### src/rtl/fetch_stage_if.sv
// Instruction-memory request/response bundle between the fetch stage and imem.
interface fetch_stage_if;
    logic        imemReq;
    logic [15:0] imemAddr;
    logic        imemReady;
    logic [15:0] imemRdata;

    modport master (
        output imemReq,
        output imemAddr,
        input  imemReady,
        input  imemRdata
    );

    modport slave (
        input  imemReq,
        input  imemAddr,
        output imemReady,
        output imemRdata
    );
endinterface

### src/rtl/fetch_stage.sv
// Instruction-fetch stage: owns pcF, drives the imem handshake and the IF/ID register,
// and absorbs stalls, flushes and redirects that land while a request is in flight.
module fetch_stage #(
    parameter logic [15:0] RESET_PC = 16'h0000,
    parameter logic [15:0] NOP_INST = 16'h0000
) (
    input  logic                 clk,
    input  logic                 rst,
    input  logic                 stallF,
    input  logic                 flushD,
    input  logic                 pcSrcE,
    input  logic [15:0]          pcTargetE,
    fetch_stage_if.master        imem,
    output logic [15:0]          inst,
    output logic [15:0]          PCPlus2,
    output logic [15:0]          PCD,
    output logic                 validD
);

    typedef enum logic [1:0] {StFetch, StDrain, StHold} state_e;

    state_e      state_q, state_d;
    logic [15:0] pc_q, pc_d;
    logic [15:0] redir_q, redir_d;
    logic [15:0] hold_q, hold_d;
    logic [15:0] inst_q, inst_d;
    logic [15:0] pcplus2_q, pcplus2_d;
    logic [15:0] pcd_q, pcd_d;
    logic        valid_q, valid_d;
    logic [15:0] pc_inc;

    logic        want_load;
    logic        want_bubble;
    logic [15:0] load_inst;

    assign pc_inc = pc_q + 16'd2;

    // Request is masked during reset so an in-flight access is abandoned at once.
    assign imem.imemReq  = rst && (state_q != StHold);
    assign imem.imemAddr = pc_q;

    assign inst    = inst_q;
    assign PCPlus2 = pcplus2_q;
    assign PCD     = pcd_q;
    assign validD  = valid_q;

    always_comb begin
        state_d     = state_q;
        pc_d        = pc_q;
        redir_d     = redir_q;
        hold_d      = hold_q;
        want_load   = 1'b0;
        want_bubble = 1'b0;
        load_inst   = imem.imemRdata;

        unique case (state_q)
            StFetch: begin
                if (pcSrcE) begin
                    want_bubble = 1'b1;
                    if (imem.imemReady) begin
                        pc_d = pcTargetE;
                    end else begin
                        redir_d = pcTargetE;
                        state_d = StDrain;
                    end
                end else if (imem.imemReady) begin
                    if (!stallF) begin
                        want_load = 1'b1;
                        pc_d      = pc_inc;
                    end else begin
                        hold_d  = imem.imemRdata;
                        state_d = StHold;
                    end
                end else begin
                    want_bubble = 1'b1;
                end
            end
            StDrain: begin
                want_bubble = 1'b1;
                if (pcSrcE) begin
                    redir_d = pcTargetE;
                end
                // Response to the stale address completes the handshake and is thrown away.
                if (imem.imemReady) begin
                    pc_d    = pcSrcE ? pcTargetE : redir_q;
                    state_d = StFetch;
                end
            end
            StHold: begin
                if (pcSrcE) begin
                    want_bubble = 1'b1;
                    pc_d        = pcTargetE;
                    state_d     = StFetch;
                end else if (!stallF) begin
                    want_load = 1'b1;
                    load_inst = hold_q;
                    pc_d      = pc_inc;
                    state_d   = StFetch;
                end
            end
            default: state_d = StFetch;
        endcase

        inst_d    = inst_q;
        pcplus2_d = pcplus2_q;
        pcd_d     = pcd_q;
        valid_d   = valid_q;
        if (flushD || (want_bubble && !stallF)) begin
            inst_d  = NOP_INST;
            valid_d = 1'b0;
        end else if (want_load && !stallF) begin
            inst_d    = load_inst;
            pcplus2_d = pc_inc;
            pcd_d     = pc_q;
            valid_d   = 1'b1;
        end
    end

    always_ff @(posedge clk or negedge rst) begin
        if (!rst) begin
            state_q   <= StFetch;
            pc_q      <= RESET_PC;
            redir_q   <= 16'h0000;
            hold_q    <= 16'h0000;
            inst_q    <= NOP_INST;
            pcplus2_q <= 16'h0000;
            pcd_q     <= 16'h0000;
            valid_q   <= 1'b0;
        end else begin
            state_q   <= state_d;
            pc_q      <= pc_d;
            redir_q   <= redir_d;
            hold_q    <= hold_d;
            inst_q    <= inst_d;
            pcplus2_q <= pcplus2_d;
            pcd_q     <= pcd_d;
            valid_q   <= valid_d;
        end
    end

endmodule

### src/flat_wrapper.sv
// flat-port wrapper written by rule: the top's interface ports become plain ports
module fetch_stage_flat 
#(
    parameter logic [15:0] RESET_PC = 16'h0000,
    parameter logic [15:0] NOP_INST = 16'h0000
)
  (clk, rst, stallF, flushD, pcSrcE, pcTargetE, inst, PCPlus2, PCD, validD, imem_imemReq, imem_imemAddr, imem_imemReady, imem_imemRdata);
  fetch_stage_if imem_i ();
  input  logic clk;
  input  logic rst;
  input  logic stallF;
  input  logic flushD;
  input  logic pcSrcE;
  input  logic [15:0] pcTargetE;
  output logic [15:0] inst;
  output logic [15:0] PCPlus2;
  output logic [15:0] PCD;
  output logic validD;
  output wire logic [$bits(imem_i.imemReq)-1:0] imem_imemReq;
  output wire logic [$bits(imem_i.imemAddr)-1:0] imem_imemAddr;
  input wire logic [$bits(imem_i.imemReady)-1:0] imem_imemReady;
  input wire logic [$bits(imem_i.imemRdata)-1:0] imem_imemRdata;
  assign imem_imemReq = imem_i.imemReq;
  assign imem_imemAddr = imem_i.imemAddr;
  assign imem_i.imemReady = imem_imemReady;
  assign imem_i.imemRdata = imem_imemRdata;
  fetch_stage #(.RESET_PC(RESET_PC), .NOP_INST(NOP_INST)) u_core (.clk(clk), .rst(rst), .stallF(stallF), .flushD(flushD), .pcSrcE(pcSrcE), .pcTargetE(pcTargetE), .imem(imem_i), .inst(inst), .PCPlus2(PCPlus2), .PCD(PCD), .validD(validD));
endmodule
### config.mk
export PLATFORM = sky130hd
export DESIGN_NAME = fetch_stage_flat
export DESIGN_NICKNAME = d
export VERILOG_FILES = /design/src/rtl/fetch_stage_if.sv /design/src/rtl/fetch_stage.sv /design/src/flat_wrapper.sv
export SDC_FILE = /design/constraint.sdc
export NUM_CORES = 1
export LEC_CHECK = 0
export BUFFER_PORTS_ARGS = -buffer_cell sky130_fd_sc_hd__clkbuf_2
export CAP_MARGIN = 15
export CORE_ASPECT_RATIO = 0.9
export CORE_MARGIN = 2
export CORE_UTILIZATION = 49
export CTS_BUF_LIST = sky130_fd_sc_hd__clkbuf_16
export CTS_CLUSTER_DIAMETER = 60
export DETAILED_ROUTE_END_ITERATION = 6
export HOLD_SLACK_MARGIN = 0.02
export PLACE_DENSITY = 0.76
export SYNTH_ARGS = -nofsm -noshare
export SYNTH_HDL_FRONTEND = slang
export SYNTH_SLANG_ARGS = --single-unit
export TNS_END_PERCENT = 10
### constraint.sdc
create_clock -name clk -period 2.2 [get_ports clk]
set_clock_uncertainty 0.2 [all_clocks]
set_input_delay 0.33 -clock clk [delete_from_list [all_inputs] [get_ports clk]]
set_output_delay 0.33 -clock clk [all_outputs]
set_load 0.005 [all_outputs]
==> impl_metrics.csv <==
group,metric,value,unit
logic_synthesis,ys_ff_latch,98,
logic_synthesis,synthArstFlopShare,100,%
floorplanning,die_w,107,um
logic_synthesis,synthXorXnorAreaFrac,2.26,%
clock_network,cts_tree,"yes",
floorplanning,rows,33,
floorplanning,dieArea,0.0103,mm^2
floorplanning,ios,104,
setup_path,crit_path_max_incr_delay,0.52,ns
logic_synthesis,syn_area_per_cell,11.5,um^2
place,finalWeightedCongestion,0.884,
route,drt-pass1-iter-count,4,
floorplanning,core_area,0.00917,mm^2
power,power_frac_seq,47.1,%
setup_path,cp_cell_sequence,"dlygate4sd3_1 > clkbuf_2 > nor2_2 > or3_2 > buf_12 > mux2_4",
floorplanning,dieHeight,96.4,um
setup_path,reg2reg_to,"u_core.PCD[9]$_DFFE_PN0P_",
power,switching_share,29.8,%
power,cellLeakagePower,2.72,nW
logic_synthesis,yosys_warnings,0,
final_layout,fin_area,0.00572,mm^2
setup_path,end_kind,"flop",
power,pwr-share-clk,27.9,%
clock_network,cts_max_level,3,
power,share_comb_of_total_power,25.0,%
power,powerDensity,921,mW/mm^2
status,status,"finished, final reports clean",
logic_synthesis,synth_top_flop_cell,"dfrtp_1",
logic_synthesis,synthDistinctLibCells,49,
global_routing,grt_max_degree,99,
timing,worstMarginPinSlew,1.11,ns
logic_synthesis,synth_fp_nets,442,
hold_path,min_to,"u_core.hold_q[15]$_DFFE_PN0P_",
global_routing,grt_pass1_vias,3356,
global_routing,antenna_found_initial,0,
setup_path,path_class,"input pin to flop",
timing,timing.hold.ws,0.0327,ns
final_layout,fin_nets,558,
logic_synthesis,synth_edf_count,0,
timing,slew_headroom,25.4,%
final_layout,multi_input_area,0.00198,mm^2
floorplanning,start_util,50.7,%
final_layout,insertedDiodeCount,0,
timing,timing.fmax,471,MHz
flow_run,drv_cap,0,
final_layout,final_core_util,62.4,%
timing,setup_viol,0,
setup_path,start_kind,"input pin",
clock_network,numCtsBuffers,9,
power,max-vdd-ir-drop,0.478,mV
final_layout,mostFrequentLayoutCell,"clkbuf_2",
route,ant_nets,0,
place,place_area,0.00540,mm^2
global_routing,overflow,0,
setup_path,crit_required,2.22,ns
logic_synthesis,synth_cells,403,
logic_synthesis,synth-compound-area-share,10.6,%
final_layout,fillers,763,
clock_network,path_clk_slew,0.07,ns
final_layout,seq_area,0.00245,mm^2
place,port_buffers,103,
logic_synthesis,synth_top_family_by_area,"multiplexers",
clock_network,clockBufferDepth,2,
timing,fin_crit,2.12,ns
logic_synthesis,ys_seq_area_share,52.8,%
global_routing,grt_pass1_wl,17.1,mm
route,vias,3485,
logic_synthesis,synthAdderAreaFrac,0.269,%
setup_path,critPathSlowestCell,"dlygate4sd3_1",
logic_synthesis,synth-simple-area-share,11.4,%
logic_synthesis,muxShareOfSynthArea,18.0,%
final_layout,layout_common_cells,"clkbuf_2 (102), dfrtp_1 (98), nand2_1 (39)",
route,wire_per_inst,16.4,um
hold_path,hold_start,"imem_imemRdata[15]",
hold_path,hp-class,"input pin to flop",
final_layout,final_layout_size_suffix_gt1_share,38.5,%
place,hpwl,7.67,mm
logic_synthesis,syn_area,0.00465,mm^2
power,internal_power,0.00370,W
timing,finalHoldViolCount,0,
final_layout,area_growth,23.1,%
setup_path,crit_fanout,42,
route,drc,0,
power,p_switching,0.00157,W
timing,finalCritPeriodShare,96.5,%
clock_network,postCtsSetupBuffers,0,
clock_network,root_buffer,"clkbuf_16",
setup_path,worst-r2r-setup-slack,0.18,ns
route,drtIter0Drc,228,
timing,drv_slew,0,
clock_network,clkSinkCount,98,
global_routing,grtUsageTotal,21.4,%
hold_path,whs_path_depth,2,
route,routed_via_density,5.39,
setup_path,r2r_cells,4,
timing,tns,0,ns
route,drt-total-wl,10.6,mm
setup_path,arrival,2.15,ns
timing,rsz0062_at_grt,"false",
clock_network,clk_latency,0.34,ns
setup_path,r2r-start,"u_core.state_q[0]$_DFFE_PN0P_",
[state kept, by name, indices dropped and copies added (netlist names)]
name,count
u_core.inst,16
u_core.state_q,2
u_core.PCPlus2,15
u_core.redir_q,16
u_core.hold_q,16
u_core.PCD,16
u_core.validD,1
u_core.imem.imemAddr,16
[cell type report]
cell class | count | area share, %
repair buffers | 136 | 14.4
clock inverters | 7 | 0.919
well taps | 122 | 2.67
multi-input cells | 267 | 34.7
flip-flops and latches | 98 | 42.9
inverters | 7 | 0.460
clock buffers | 9 | 3.94
[logic make-up after synthesis]
| family | count (synthesis) |
|---|---|
| compound gates | 76 |
| xor+xnor | 12 |
| fa+ha+maj | 1 |
| buf+inv | 38 |
| flops | 98 |
| mux | 71 |
| simple gates | 107 |
[routing by layer]
metal	track usage [%]	up-vias	wire [um]
li1	-	1669	-
met2	33.5	90	5050
met1	30.2	1720	4900
met5	0	-	0
met3	5.16	6	556
met4	5.95	0	91
[critical path: cells and delay by family]
family,cells,cell delay [ns]
multiplexers,1,0.32
buffers and inverters,3,0.87
AND/OR/NAND/NOR,2,0.60
[power by group through the flow]
stage	combinational (W)	clock [W]	sequential (W)
detailed placement	0.00132	0	0.00250
finish	0.00132	0.00147	0.00248
CTS	0.00133	0.00150	0.00248
global route	0.00145	0.00158	0.00253
floorplan	0.000709	0	0.00248
global placement	0.00128	0	0.00248
[Yosys cell counts (8+ instances only)]
cell	instances	area, um^2
a21oi_1	8	40.0
o21ai_0	26	130
nand3_1	9	45.0
mux2_2	33	372
dfrtp_1	98	2450
xnor2_1	9	78.8
nand2_1	39	146
nor3_1	10	50.1
mux2_4	17	255
o21ai_1	8	40.0
mux2i_1	21	210
nor2_1	16	60.1
clkbuf_1	14	52.6
[worst max path at each step]
| stage | from | end | slack (ns) | depth (start not counted) |
|---|---|---|---|---|
| floorplan | u_core.state_q[0]$_DFFE_PN0P_ | u_core.PCD[0]$_DFFE_PN0P_ | 0.13 | 7 |
| global placement | pcSrcE | u_core.PCPlus2[5]$_DFFE_PN0P_ | 0.13 | 5 |
| detailed placement | pcSrcE | u_core.PCD[3]$_DFFE_PN0P_ | 0.1 | 5 |
| CTS | imem_imemReady | u_core.imem.imemAddr[15]$_DFFE_PN0P_ | 0.05 | 6 |
| global route | u_core.state_q[1]$_DFFE_PN0P_ | u_core.inst[3]$_DFFE_PN0P_ | 0.02 | 5 |
| finish | imem_imemReady | u_core.PCD[9]$_DFFE_PN0P_ | 0.08 | 6 |
[stage by stage]
step / total power, W / setup WS, ns / std cells
5_1_grt: 0.00556 / 0.0246 / 646
6_report: 0.00526 / 0.0775 / 646
3_5_place_dp: 0.00383 / 0.0963 / 626
3_3_place_gp: 0.00376 / 0.133 / 626
2_1_floorplan: 0.00319 / 0.133 / 403
4_1_cts: 0.00531 / 0.0455 / 645
[timing repair]
item                                   in CTS  in global routing
endpoints found under the hold margin     100                  1
gates resized for setup                     0                  1
setup endpoints to repair                   0                 20
hold buffers                                3                  1
Note: power is estimated with default switching activity, not from simulation.
